--- src/rtl/limb_pkg.sv ---
`default_nettype none
// ============================================================================
// Module      : limb_pkg
// Description : Shared constants and FSM encoding for the memory arbiter.
// Revision    : 1.0 - initial release
// ============================================================================
package limb_pkg;

    localparam logic [1:0] TRANS_IDLE  = 2'b00;
    localparam logic [1:0] TRANS_NSEQ  = 2'b10;
    localparam logic [1:0] PROT_OPCODE = 2'b00;

    localparam logic GNT_FETCH = 1'b0;
    localparam logic GNT_DATA  = 1'b1;

    typedef enum logic [1:0] {
        ST_IDLE  = 2'd0,
        ST_ISSUE = 2'd1,
        ST_WAIT  = 2'd2,
        ST_RESP  = 2'd3
    } state_t;

endpackage
`default_nettype wire

--- src/rtl/memory_arbiter.sv ---
`default_nettype none
// ============================================================================
// Module      : memory_arbiter
// Description : Round-robin arbiter of fetch and data requesters onto one
//               memory port, one transaction outstanding, with wait timeout.
// Revision    : 1.0 - initial release
// ============================================================================
module memory_arbiter
    import limb_pkg::*;
#(
    parameter int TIMEOUT = 15
) (
    input  logic        clk,
    input  logic        rst,

    input  logic        i_req,
    input  logic [31:0] i_addr,
    output logic [31:0] i_rdata,
    output logic        i_ack,
    output logic        i_abort,

    input  logic        d_req,
    input  logic [31:0] d_addr,
    input  logic [31:0] d_wdata,
    input  logic        d_write,
    input  logic        d_size,
    input  logic [1:0]  d_prot,
    output logic [31:0] d_rdata,
    output logic        d_ack,
    output logic        d_abort,

    output logic [31:0] m_addr,
    output logic [31:0] m_wdata,
    output logic        m_write,
    output logic        m_size,
    output logic [1:0]  m_prot,
    output logic [1:0]  m_trans,
    input  logic [31:0] m_rdata,
    input  logic        m_data_valid,
    input  logic        m_abort
);

    localparam int              CNT_W    = $clog2(TIMEOUT + 1);
    localparam logic [CNT_W-1:0] CNT_LAST = CNT_W'(TIMEOUT - 1);
    localparam logic [CNT_W-1:0] CNT_MAX  = CNT_W'(TIMEOUT);

    state_t             state_q;
    logic               last_gnt_q;
    logic               gnt_q;
    logic [CNT_W-1:0]   cnt_q;

    logic [31:0]        i_rdata_q;
    logic               i_ack_q;
    logic               i_abort_q;
    logic [31:0]        d_rdata_q;
    logic               d_ack_q;
    logic               d_abort_q;
    logic [31:0]        m_addr_q;
    logic [31:0]        m_wdata_q;
    logic               m_write_q;
    logic               m_size_q;
    logic [1:0]         m_prot_q;
    logic [1:0]         m_trans_q;

    logic               any_req_d;
    logic               win_data_d;

    assign any_req_d = i_req | d_req;

    // Data wins alone, or under contention when fetch was granted last.
    always_comb begin
        win_data_d = d_req & (~i_req | (last_gnt_q == GNT_FETCH));
    end

    always_ff @(posedge clk or negedge rst) begin
        if (!rst) begin
            state_q    <= ST_IDLE;
            last_gnt_q <= GNT_FETCH;
            gnt_q      <= GNT_FETCH;
            cnt_q      <= '0;
            i_rdata_q  <= '0;
            i_ack_q    <= 1'b0;
            i_abort_q  <= 1'b0;
            d_rdata_q  <= '0;
            d_ack_q    <= 1'b0;
            d_abort_q  <= 1'b0;
            m_addr_q   <= '0;
            m_wdata_q  <= '0;
            m_write_q  <= 1'b0;
            m_size_q   <= 1'b0;
            m_prot_q   <= 2'b00;
            m_trans_q  <= TRANS_IDLE;
        end else begin
            i_ack_q   <= 1'b0;
            i_abort_q <= 1'b0;
            d_ack_q   <= 1'b0;
            d_abort_q <= 1'b0;
            case (state_q)
                ST_IDLE: begin
                    if (any_req_d) begin
                        gnt_q      <= win_data_d ? GNT_DATA : GNT_FETCH;
                        last_gnt_q <= win_data_d ? GNT_DATA : GNT_FETCH;
                        if (win_data_d) begin
                            m_addr_q  <= d_addr;
                            m_wdata_q <= d_wdata;
                            m_write_q <= d_write;
                            m_size_q  <= d_size;
                            m_prot_q  <= d_prot;
                        end else begin
                            m_addr_q  <= i_addr;
                            m_wdata_q <= '0;
                            m_write_q <= 1'b0;
                            m_size_q  <= 1'b1;
                            m_prot_q  <= PROT_OPCODE;
                        end
                        m_trans_q <= TRANS_NSEQ;
                        state_q   <= ST_ISSUE;
                    end
                end
                ST_ISSUE: begin
                    m_trans_q <= TRANS_IDLE;
                    cnt_q     <= '0;
                    state_q   <= ST_WAIT;
                end
                ST_WAIT: begin
                    if (m_abort || (!m_data_valid && cnt_q == CNT_LAST)) begin
                        if (gnt_q == GNT_DATA) d_abort_q <= 1'b1;
                        else                   i_abort_q <= 1'b1;
                        if (!m_abort) cnt_q <= CNT_MAX;
                        state_q <= ST_RESP;
                    end else if (m_data_valid) begin
                        // Write responses carry no read data, so rdata is kept.
                        if (gnt_q == GNT_DATA) begin
                            d_ack_q <= 1'b1;
                            if (!m_write_q) d_rdata_q <= m_rdata;
                        end else begin
                            i_ack_q   <= 1'b1;
                            i_rdata_q <= m_rdata;
                        end
                        state_q <= ST_RESP;
                    end else if (cnt_q != CNT_MAX) begin
                        cnt_q <= cnt_q + 1'b1;
                    end
                end
                ST_RESP: begin
                    state_q <= ST_IDLE;
                end
                default: begin
                    state_q <= ST_IDLE;
                end
            endcase
        end
    end

    assign i_rdata = i_rdata_q;
    assign i_ack   = i_ack_q;
    assign i_abort = i_abort_q;
    assign d_rdata = d_rdata_q;
    assign d_ack   = d_ack_q;
    assign d_abort = d_abort_q;
    assign m_addr  = m_addr_q;
    assign m_wdata = m_wdata_q;
    assign m_write = m_write_q;
    assign m_size  = m_size_q;
    assign m_prot  = m_prot_q;
    assign m_trans = m_trans_q;

endmodule
`default_nettype wire

--- config.mk ---
export PLATFORM = sky130hd
export DESIGN_NAME = memory_arbiter
export DESIGN_NICKNAME = d
export VERILOG_FILES = /design/src/rtl/limb_pkg.sv /design/src/rtl/memory_arbiter.sv
export SDC_FILE = /design/constraint.sdc
export NUM_CORES = 1
export LEC_CHECK = 0
export ABC_AREA = 0
export CORE_MARGIN = 2
export CORE_UTILIZATION = 30
export DETAILED_ROUTE_END_ITERATION = 10
export PLACE_DENSITY = 0.72
export SLEW_MARGIN = 5
export SYNTH_ARGS = -nofsm -noshare
export SYNTH_HDL_FRONTEND = slang
export SYNTH_SLANG_ARGS = --single-unit
--- constraint.sdc ---
create_clock -name clk -period 2.2 [get_ports clk]
set_input_delay 0.22 -clock clk [delete_from_list [all_inputs] [get_ports clk]]
set_output_delay 0.22 -clock clk [all_outputs]
set_load 0.02 [all_outputs]
Word level (Yosys, flattened, before mapping)

Cells that the tools add are included.

Register bits after elaboration: 145
Output and inout port bits: 138
Word-level logic and storage cells: 74

Add/sub/neg operators: 1
Equality and inequality tests: 10
Mux-type cells: 29
Bitwise logic cells: 7
Reduce and logical (&&, ||, !) cells: 12

Operator list:

| cell                                                | count |
|---|---|
| 2-to-1 mux 32 bit                                   | 2 |
| 2-to-1 mux 4 bit                                    | 4 |
| 2-to-1 mux 1 bit                                    | 15 |
| inequality test 3 bit, second input constant        | 4 |
| 2-to-1 mux 2 bit                                    | 5 |
| one-hot mux 2 bit (4 select lines)                  | 1 |
| one-hot mux 4 bit (2 select lines)                  | 1 |
| AND reduction 4 bit                                 | 2 |
| AND reduction 2 bit                                 | 3 |
| AND reduction 5 bit                                 | 1 |
| adder 4 x 1 -> 4 bit, second input constant         | 1 |
| equality test 2 bit, second input constant          | 2 |
| equality test 4 bit, second input constant          | 1 |
| inequality test 4 bit, second input constant        | 1 |
| NOT 1 bit                                           | 4 |
| one-hot mux 2 bit (2 select lines)                  | 1 |
| nonzero test 2 bit                                  | 2 |
| equality test 2 x 1 -> 1 bit, second input constant | 1 |
| zero test 2 bit                                     | 1 |
| inequality test 2 bit, second input constant        | 1 |
| bitwise OR 1 bit                                    | 2 |
| AND 1 bit                                           | 1 |
| logical AND 1 bit                                   | 1 |
| zero test 1 bit                                     | 1 |
| logical OR 1 bit                                    | 1 |

Longest topological paths before layout

Gate-level depths: netlist of run 1.

Depth in word-level cells: 5
Depth in mapped cells: 7
Gate-level depth less buffers: 5

Worst setup path after synthesis of run 1

Ideal clock, no wire load.

Path type: flip-flop to flip-flop
Start point: register state_q[0]
End point: register i_rdata_q[10], in the netlist i_rdata[10]
Data arrival time: 1562 ps
Path slack: 513 ps
Stages on the path, launching flop included: 7
Buffers on the path: 2
Period minus slack after synthesis: 1687 ps
Cell sequence: dfrtp_1 -> inv_1 -> ha_1 -> and4bb_2 -> buf_2 -> buf_2 -> mux2_2

Word-level cells in the longest chain between the ends: 2

Ends and longest elaborated chain:

| what                          | RTL line              | RTL |
|---|---|---|
| start, declared               | memory_arbiter.sv:47  | `state_t state_q;` |
| start signal, assigned        | memory_arbiter.sv:77  | `state_q <= ST_IDLE;` |
| start signal, assigned        | memory_arbiter.sv:117 | `state_q <= ST_ISSUE;` |
| start signal, assigned        | memory_arbiter.sv:123 | `state_q <= ST_WAIT;` |
| equality test 2 bit           | memory_arbiter.sv:98  | `case (state_q)` |
| AND reduction 4 bit (no line) | --                    |  |
| end signal, assigned          | memory_arbiter.sv:138 | `i_rdata_q <= m_rdata;` |
| end, declared                 | memory_arbiter.sv:52  | `logic [31:0] i_rdata_q;` |

No other way between the ends.
A chain may end at the register's enable or synchronous reset.

Final worst setup path of run 1

Start point: register state_q[0]
End point: register d_rdata_q[6], in the netlist d_rdata[6]

Word-level cells in the longest chain between the ends: 2

Ends and longest elaborated chain:

| what                          | RTL line              | RTL |
|---|---|---|
| equality test 2 bit           | memory_arbiter.sv:98  |  |
| AND reduction 5 bit (no line) | --                    |  |
| end signal, assigned          | memory_arbiter.sv:135 | `if (!m_write_q) d_rdata_q <= m_rdata;` |
| end, declared                 | memory_arbiter.sv:55  | `logic [31:0] d_rdata_q;` |

No other way between the ends.

==> summary.txt, run 1 <==
Run status
  • Status: finished clean

STA
  • Slew margin rel.: 0.4624
  • Final setup fails: 0
  • Final hold slack: 271.4 ps
  • Final hold viol count: 0
  • TNS Setup: 0 ps
  • Worst Max-Slew Pin Slew: 804.5 ps
  • Final min period: 1929 ps
  • Final slew viol count: 0
  • Tcrit/Tclk final: 0.8769
  • Fmax: 518.4 MHz
  • RSZ-0062 raised after global routing: false
  • Final Worst Setup Slack: around 270 ps
  • Clock skew: 6.947 ps

CTS
  • CTS Hold Bufs: 1
  • CTS root buf: clkbuf_16
  • Clock sink count: 144
  • CTS Buf Count: 17
  • Worst skew pair latency: 410 ps
  • Post_cts resized: 0
  • # H-tree levels: 4
  • Clock transition at the registers of the reported paths: roughly 60 ps
  • CTS tree: yes
  • Clock buffer depth: 2
  • Postcts setup bufs: 0

Worst setup path
  • CP endpoint kind: register
  • Slowest stage delay, CP: 400 ps
  • R2R depth: 6
  • Crit start category: register
  • CP Class: register to register
  • Max FO, Critical Path: 26
  • WP data arrival: 2220 ps
  • Worst r2r dst: d_rdata[6]
  • Worst path bufs/invs: 2
  • CP required: 2490 ps
  • Critical path cell sequence: inv_1, ha_1, and4b_1, nor2b_4, buf_12, mux2_2
  • R2R Path Start: state_q[0]
  • Crit path max-delay family: simple AND/OR/NAND/NOR gates
  • CP max-delay cell: dfrtp_1
  • Reg2Reg Setup Slack: ~270 ps

Final layout
  • Final nets: 837
  • Area Growth Syn to Fin: 62.12%
  • N_diodes: 0
  • Share of post-route cells with drive strength above 1: 0.1574
  • Fin util: 0.4944
  • Filler cell count: about 1800

Detailed routing
  • DRT iter0 DRCs: 107
  • Top layer used by detailed routing: met4
  • Post-DR wirelength/cell: 15.83 microns
  • Wire length on met3: 1557 microns
  • Post-DRT Antenna Nets: 0
  • WL final: approximately 15000 microns
  • Met1 wire length: 6625 microns
  • Pre-antenna DRT Iters: 4
  • Vias per cell: between 4 and 5
  • Met2 WL post-DR: 6900 microns
  • Vias: 4291
  • DRC viols: 0

Synthesis
  • Flops & latches, synth: approximately 140
  • Seq/Total Area, Yosys: 0.6091
  • Synthesized area: 0.005916 sq mm
  • Area fraction of the dominant cell type after synthesis: 0.6091
  • Fraction of registers with async set/reset: 1.000
  • Synthesis Warnings: 0
  • Post-synth net total: about 560
  • Compound-cell area share of the yosys netlist: 0.09708
  • Most used DFF post-synth: dfrtp_1
  • Most frequent cell after synthesis: dfrtp_1
  • Area contributors post-synth: dfrtp_1, mux2_4, mux2_2, mux2i_1, a22o_1
  • Post-Syn Instances: approximately 420
  • Largest family of logic cells by synthesized area: multiplexers
  • Average size of a mapped cell: between 10 and 15 sq um
  • Mux share of post-synthesis cell area: 0.2003
  • Top cells by count, synth: dfrtp_1, a22o_1, mux2_2, nand2_1, o21ai_0
  • Post-synth EDFFs: 0
  • Xor and xnor area share after synthesis: 0
  • Post-Synth Simple-Gate Area: 0.04569
  • Unique masters post-synth: 34
  • Area leader, netlist: dfrtp_1
  • Synth Area in Adders: 0.01269

Floorplanning
  • Die H: 144.4 microns
  • Core Rows: slightly above 50
  • Horiz. Die Dim: roughly 140 microns
  • Die ar.: 0.02086 sq mm
  • Initial Utilization: 0.3050
  • Top Ports: between 200 and 300
  • Area of the core: 0.01940 sq mm

Pwr
  • VDD IR max: 0.0007712 V
  • P per Cell Area: 1485 mW/mm^2
  • Total Power: 14.24 mW
  • Leakage: 4.199 nW

Place
  • DP Worst Slack: 166.0 ps
  • Final GP Congestion: 0.7287
  • Number of port buffers: 274
  • Post-detail-place hpwl: about 11000 microns

GRT
  • GRT overflow: 0
  • First-pass GRT wire length: approximately 24000 microns
  • Vias in the first global route: 4462
  • Pin count of the biggest net entering global routing: 100
  • Global-route usage over all layers: 0.1471
  • Initial antenna violation count: 0

Hold path
  • Hold WC Path Type: input pin to async pin

Flow run
  • Max-cap viol count: 0
[stage by stage]
step	std cells	instance area [sq um]
global placement	938	8956
global route	970	9590
CTS	970	9590
finish	970	9590
floorplan	417	5916
detailed placement	938	8956
[final cells by class]
type,instances,area [sq um],area share
clock buffers,19,442.9,0.04618
flip-flops and latches,144,3603,0.3757
repair buffers,283,2889,0.3012
multi-input cells,241,2120,0.2210
clock inverters,12,181.4,0.01892
inverters,6,22.52,0.002348
well taps,265,331.6,0.03457
[sequential cells by signal (all words and copies together), names as in the netlist]
register / cells
m_prot: 2
d_ack: 1
cnt_q: 4
gnt_q: 1
state_q: 2
i_rdata: 32
i_ack: 1
m_trans: 1
d_abort: 1
m_wdata: 32
m_write: 1
m_addr: 32
i_abort: 1
m_size: 1
d_rdata: 32
[cell families after synthesis]
group           after synthesis
compound gates               81
simple gates                 54
buf+inv                      32
flops                       144
other cells                   1
mux                          99
fa+ha+maj                     6
[worst max-delay path by stage]
stage	from	end	slack (ps)	cells past startpoint
after detailed placement	d_req	m_wdata[21]	170	4
after floorplan	state_q[0]	i_rdata[10]	510	6
after global routing	state_q[0]	m_wdata[10]	150	5
final	state_q[0]	d_rdata[6]	270	6
after global placement	d_req	m_wdata[26]	200	4
after CTS	state_q[0]	d_rdata[6]	270	6
[routing by layer]
metal / vias to the layer above / GRT usage
li1: 2040 / -
met1: 2036 / 0.1887
met2: 199 / 0.2245
met3: 16 / 0.05960
met4: 0 / 0.05314
met5: - / 0
[cells in the final DEF, fill, tap and decap left out, types with 2 or more instances in the layout]
cell type,instances
ha_1,6
dfrtp_1,144
bufinv_16,4
nand2b_1,2
and4b_1,2
mux2_2,35
nand3_1,2
inv_1,6
buf_12,6
mux2_4,30
nor2_1,5
nand2_1,35
clkdlybuf4s50_1,273
clkbuf_16,17
nor3b_1,2
nand4_1,2
o32a_1,2
inv_6,3
o21ai_0,35
buf_4,2
mux2i_1,34
clkinvlp_4,4
a22o_1,35
a21bo_2,2
[power by group]
| part | leakage [nW] | total, mW | switching (mW) | internal (mW) |
|---|---|---|---|---|
| clock | 0.292 | 3.07 | 1.14 | 1.93 |
| sequential | 1.81 | 4.63 | 0.726 | 3.90 |
| combinational | 2.10 | 6.54 | 3.09 | 3.45 |
| total | 4.20 | 14.2 | 4.96 | 9.28 |
(Power assumes the default switching activity.)
==> inputs of run 2 (changes only) <==
--- a/config.mk
+++ b/config.mk
@@ -6,7 +6,7 @@
 export NUM_CORES = 1
 export LEC_CHECK = 0
 export ABC_AREA = 0
-export CORE_MARGIN = 2
+export CORE_MARGIN = 4
 export CORE_UTILIZATION = 30
 export DETAILED_ROUTE_END_ITERATION = 10
 export PLACE_DENSITY = 0.72
==> summary.txt, run 2 (synthesized netlist as in run 1, its figures left out) <==
Worst setup path
  • R2R Path Start: state_q[0] (unchanged)
  • Worst r2r dst: d_rdata[22] (was d_rdata[6])
  • Slowest stage delay, CP: 400 ps (about the same)
  • Max FO, Critical Path: 20 (was 26)
  • CP endpoint kind: register (unchanged)
  • Crit start category: register (unchanged)
  • CP required: 2480 ps (was 2490 ps)
  • Critical path cell sequence: inv_1, ha_1, and4b_1, nor2b_4, buf_12, mux2_4 (was inv_1, ha_1, and4b_1, nor2b_4, buf_12, mux2_2)
  • CP Class: register to register (unchanged)
  • CP max-delay cell: dfrtp_1 (unchanged)
  • WP data arrival: 2290 ps (was 2220 ps)
  • R2R depth: 6 (unchanged)
  • Reg2Reg Setup Slack: 190 ps (was 270 ps)

STA
  • Worst Max-Slew Pin Slew: 807.9 ps (was 804.5 ps)
  • Fmax: 498.2 MHz (was 518.4 MHz)
  • Final slew viol count: 0 (unchanged)
  • Final hold viol count: 0 (unchanged)
  • Final min period: 2007 ps (was 1929 ps)
  • Final Worst Setup Slack: 192.8 ps (was 270.8 ps)
  • Slew margin rel.: 0.4601 (was 0.4624)
  • RSZ-0062 raised after global routing: false (unchanged)
  • Final hold slack: 207.9 ps (was 271.4 ps)
  • Clock skew: 11.02 ps (was 6.947 ps)
  • TNS Setup: 0 ps (unchanged)
  • Final setup fails: 0 (unchanged)
  • Tcrit/Tclk final: 0.9124 (was 0.8769)

Final layout
  • Area Growth Syn to Fin: 62.35% (was 62.12%)
  • Most frequent cells in the layout: clkdlybuf4s50_1, dfrtp_1 (unchanged)
  • Filler cell count: 1781 (was 1755)
  • Final Cell Area: 0.009604 sq mm (was 0.009590 sq mm)
  • Post-route insts no fill: 977 (was 970)
  • N_diodes: 0 (unchanged)
  • Commonest non-fill, non-tap cell in the layout: clkdlybuf4s50_1 (unchanged)
  • Share of post-route cells with drive strength above 1: 0.1657 (was 0.1574)
  • Final nets: 843 (was 837)

GRT
  • Initial antenna violation count: 0 (unchanged)
  • Global-route usage over all layers: 0.1415 (was 0.1471)
  • Vias in the first global route: 4529 (was 4462)
  • Pin count of the biggest net entering global routing: 71 (was 100)
  • GRT overflow: 0 (unchanged)
  • First-pass GRT wire length: 24470 microns (was 23640 microns)

Place
  • Post-detail-place hpwl: 11660 microns (was 11130 microns)
  • Area after DPL: 0.009001 sq mm (was 0.008956 sq mm)
  • Placed cells: 944 (was 938)
  • Number of port buffers: 274 (unchanged)
  • Final GP Congestion: 0.7494 (was 0.7287)
  • DP Worst Slack: 156.8 ps (was 166.0 ps)

Floorplanning
  • Die ar.: 0.02203 sq mm (was 0.02086 sq mm)
  • Core Rows: 51 (unchanged)
  • Horiz. Die Dim: 148.4 microns (was 144.4 microns)
  • Die H: 148.4 microns (was 144.4 microns)
  • Area of the core: 0.01940 sq mm (unchanged)
  • Initial Utilization: 0.3050 (unchanged)
  • Top Ports: 276 (unchanged)

CTS
  • Worst skew pair latency: 410 ps (about the same)
  • Clock buffer depth: 2 (unchanged)
  • Clock transition at the registers of the reported paths: 60 ps (about the same)
  • CTS tree: yes (unchanged)
  • CTS Buf Count: 17 (unchanged)
  • Clock sink count: 144 (unchanged)
  • CTS root buf: clkbuf_16 (unchanged)
  • # H-tree levels: 4 (unchanged)
  • Postcts setup bufs: 0 (unchanged)

Detailed routing
  • DRC viols: 0 (unchanged)
  • Pre-antenna DRT Iters: 4 (unchanged)
  • WL final: 15670 microns (was 15350 microns)
  • DRT iter0 DRCs: 94 (was 107)
  • Post-DR wirelength/cell: 16.04 microns (was 15.83 microns)
  • Vias: 4324 (was 4291)
  • Vias per cell: 4.426 (was 4.424)
  • Post-DRT Antenna Nets: 0 (unchanged)

Run status
  • Status: finished clean (unchanged)

Flow run
  • Max-cap viol count: 0 (unchanged)

Pwr
  • VDD IR max: 0.0008522 V (was 0.0007712 V)
  • P per Cell Area: 1471 mW/mm^2 (was 1485 mW/mm^2)
  • Leakage: 4.225 nW (was 4.199 nW)

Hold path
  • Hold WC Path Type: input pin to async pin (unchanged)
## run 2: changes by cell type in the layout (fill, tap and decap cells not counted)
cell        delta
clkinvlp_4     -3
bufinv_16      -2
clkinv_2       +1
inv_8          +1
buf_4          +6
inv_6          +2
clkinv_4       +2
## run 2: routing by layer
metal | vias to the layer above | share of wire | GRT usage | routed length (microns)
met2 | 197 | 0.45 | 0.2169 | 7045
li1 | 2060 | - | - | -
met3 | 10 | 0.10 | 0.06307 | 1612
met5 | - | 0 | 0 | 0
met1 | 2057 | 0.44 | 0.1802 | 6830
met4 | 0 | 0.012 | 0.04527 | 183
## run 2: area by class of cell
| class | instances | area [sq um] | area share |
|---|---|---|---|
| flip-flops and latches | 144 | 3603 | 0.3752 |
| clock buffers | 19 | 442.9 | 0.04612 |
| repair buffers | 289 | 2934 | 0.3055 |
| inverters | 6 | 22.52 | 0.002345 |
| clock inverters | 13 | 150.1 | 0.01563 |
| well taps | 265 | 331.6 | 0.03452 |
| multi-input cells | 241 | 2120 | 0.2207 |
## run 2: worst max path at each step
| stage | startpoint | to | slack [ps] | cells after the start |
|---|---|---|---|---|
| 6_report | state_q[0] | d_rdata[22] | 190 | 6 |
| 5_1_grt | state_q[0] | d_rdata[22] | 50 | 6 |
| 4_1_cts | state_q[0] | d_rdata[22] | 170 | 6 |
| 3_5_place_dp | d_req | m_write | 160 | 4 |
| 3_3_place_gp | d_req | m_wdata[30] | 200 | 4 |
| 2_1_floorplan | state_q[0] | i_rdata[10] | 510 | 6 |
## run 2: worst max-delay path: cells and delay by family, from the launching register on
family	cells	cell delay, ps
simple gates	2	560
flops	1	400
buf+inv	2	350
mux	1	320
fa+ha+maj	1	230
## run 2: repair_timing
item                                   in CTS  in global routing
gates resized for setup                     0                  0
endpoints found under the hold margin     144                  0
hold buffers                                1                  0
## run 2: report_power, final
group          switching [mW]  internal, mW  leakage [nW]
clock                    1.17          1.73         0.291
sequential              0.738          3.90          1.81
combinational            3.10          3.49          2.12
total                    5.01          9.12          4.23
## run 2: per-stage QoR
step	util	power, mW
after floorplan	-	7.978
after global placement	0.4640	11.23
after detailed placement	0.4640	11.33
after CTS	0.4951	14.33
after global routing	0.4951	14.96
final	0.4951	14.12
==> inputs of run 3 (changes only) <==
--- a/config.mk
+++ b/config.mk
@@ -6,7 +6,7 @@
 export NUM_CORES = 1
 export LEC_CHECK = 0
 export ABC_AREA = 0
-export CORE_MARGIN = 4
+export CAP_MARGIN = 20
 export CORE_UTILIZATION = 30
 export DETAILED_ROUTE_END_ITERATION = 10
 export PLACE_DENSITY = 0.72
==> summary.txt, run 3 (synthesized netlist as in run 1, its figures left out) <==
STA
  • Fmax: 523.5 MHz (was 498.2 MHz)
  • Slew margin rel.: 0.6584 (was 0.4601)
  • Tcrit/Tclk final: 0.8683 (was 0.9124)
  • Final Worst Setup Slack: 289.7 ps (was 192.8 ps)
  • Final min period: 1910 ps (was 2007 ps)
  • Final setup fails: 0 (unchanged)
  • Clock skew: 6.943 ps (was 11.02 ps)
  • Final slew viol count: 0 (unchanged)
  • RSZ-0062 raised after global routing: false (unchanged)
  • TNS Setup: 0 ps (unchanged)
  • Final hold viol count: 0 (unchanged)
  • Worst Max-Slew Pin Slew: 512.4 ps (was 807.9 ps)

Place
  • Post-detail-place hpwl: 11240 microns (was 11660 microns)
  • Number of port buffers: 274 (unchanged)
  • DP Worst Slack: 271.5 ps (was 156.8 ps)
  • Final GP Congestion: 0.7381 (was 0.7494)

Run status
  • Status: finished clean (unchanged)

Floorplanning
  • Initial Utilization: 0.3111 (was 0.3050)
  • Horiz. Die Dim: 142.4 microns (was 148.4 microns)
  • Area of the core: 0.01902 sq mm (was 0.01940 sq mm)
  • Top Ports: 276 (unchanged)
  • Core Rows: 50 (was 51)
  • Die ar.: 0.02028 sq mm (was 0.02203 sq mm)
  • Die H: 142.4 microns (was 148.4 microns)

CTS
  • Clock transition at the registers of the reported paths: 60 ps (about the same)
  • Postcts setup bufs: 0 (unchanged)
  • # H-tree levels: 4 (unchanged)
  • CTS Hold Bufs: 1 (unchanged)
  • Post_cts resized: 0 (unchanged)
  • Clock sink count: 144 (unchanged)
  • Worst skew pair latency: 410 ps (about the same)
  • Clock buffer depth: 2 (unchanged)
  • CTS tree: yes (unchanged)
  • CTS Buf Count: 17 (unchanged)
  • CTS root buf: clkbuf_16 (unchanged)

Worst setup path
  • Slowest stage delay, CP: 390 ps (was 400 ps)
  • CP endpoint kind: register (unchanged)
  • Crit start category: register (unchanged)
  • Max FO, Critical Path: 32 (was 20)
  • CP required: 2490 ps (was 2480 ps)
  • CP Class: register to register (unchanged)
  • CP max-delay cell: dfrtp_1 (unchanged)
  • Critical path cell sequence: inv_1, ha_1, and4b_1, nor2b_4, buf_12, mux2_2 (was inv_1, ha_1, and4b_1, nor2b_4, buf_12, mux2_4)
  • WP data arrival: 2200 ps (was 2290 ps)

Pwr
  • Total Power: 14.07 mW (was 14.12 mW)
  • Leakage: 4.230 nW (was 4.225 nW)
  • P per Cell Area: 1461 mW/mm^2 (was 1471 mW/mm^2)
  • VDD IR max: 0.0006945 V (was 0.0008522 V)

Detailed routing
  • Vias per cell: 4.456 (was 4.426)
  • Post-DRT Antenna Nets: 0 (unchanged)
  • DRC viols: 0 (unchanged)
  • DRT iter0 DRCs: 83 (was 94)
  • Vias: 4345 (was 4324)
  • Pre-antenna DRT Iters: 4 (unchanged)
  • WL final: 15190 microns (was 15670 microns)
  • Post-DR wirelength/cell: 15.58 microns (was 16.04 microns)

GRT
  • GRT overflow: 0 (unchanged)
  • Global-route usage over all layers: 0.1514 (was 0.1415)
  • Met2 Use GR: 0.2412 (was 0.2169)
  • Pin count of the biggest net entering global routing: 54 (was 71)
  • Layer with the highest usage: met2 (unchanged)
  • Vias in the first global route: 4264 (was 4529)
  • Initial antenna violation count: 0 (unchanged)
  • Grt met3 use: 0.06629 (was 0.06307)
  • First-pass GRT wire length: 23210 microns (was 24470 microns)
  • Met1 Usage GRT: 0.1821 (was 0.1802)

Final layout
  • Most frequent cells in the layout: clkdlybuf4s50_1, dfrtp_1 (unchanged)
  • Area Growth Syn to Fin: 62.78% (was 62.35%)
  • Share of post-route cells with drive strength above 1: 0.1678 (was 0.1657)
  • N_diodes: 0 (unchanged)
  • Filler cell count: 1695 (was 1781)
  • Commonest non-fill, non-tap cell in the layout: clkdlybuf4s50_1 (unchanged)
  • Final nets: 847 (was 843)

Flow run
  • Max-cap viol count: 0 (unchanged)

Hold path
  • Hold WC Path Type: input pin to async pin (unchanged)
-- run 3: changes by cell type in the layout (fill, tap and decap cells not counted) --
cell	delta
clkinv_4	+1
inv_8	-1
buf_4	+2
clkbuf_8	-1
clkinvlp_4	+2
buf_12	+2
inv_6	-3
clkbuf_1	+1
-- run 3: layer usage --
| layer | part of all wire | vias up |
|---|---|---|
| met3 | 0.11 | 9 |
| met5 | 0 | - |
| met2 | 0.45 | 220 |
| met1 | 0.43 | 2049 |
| met4 | 0.010 | 0 |
| li1 | - | 2067 |
-- run 3: through the flow --
step                instances  instance area (sq um)  hold slack [ps]    util
floorplan                 417                   5916           -75.59       -
global placement          943                   9050            219.7  0.4759
detailed placement        943                   9050            217.0  0.4759
CTS                       975                   9629            337.9  0.5063
global route              975                   9629            379.5  0.5063
finish                    975                   9629            345.0  0.5063
-- run 3: worst max-delay path: cells and delay by family, from the launching register on --
family	cells	cell delay, ps
simple gates	2	390
flops	1	390
buf+inv	2	360
fa+ha+maj	1	250
mux	1	370
-- run 3: worst paths after layout --
| check | start | end | slack (ps) | depth (start not counted) |
|---|---|---|---|---|
| min in group clk | d_wdata[28] | m_wdata[28] | 400 | 2 |
| max in group asynchronous | rst | d_rdata[3] | 1240 | 3 |
| min | rst | d_rdata[16] | 340 | 2 |
| max | state_q[0] | d_rdata[6] | 290 | 6 |
| min reg2reg | m_addr[16] | m_addr[16] | 480 | 2 |
| max reg2reg | state_q[0] | d_rdata[6] | 290 | 6 |
-- run 3: report_power, final --
group,total [mW],internal (mW),switching (mW)
Sequential,4.62,3.90,0.722
Clock,2.78,1.67,1.11
Combinational,6.67,3.56,3.11
Total,14.1,9.13,4.94
-- run 3: layout make-up --
| type | instances | area (sq um) | share of cell area |
|---|---|---|---|
| clock buffer | 19 | 432.9 | 0.04496 |
| timing repair buffer | 293 | 2989 | 0.3104 |
| tap | 260 | 325.3 | 0.03378 |
| multi-input combinational | 241 | 2120 | 0.2201 |
| inverter | 6 | 22.52 | 0.002339 |
| sequential | 144 | 3603 | 0.3742 |
| clock inverter | 12 | 136.4 | 0.01416 |
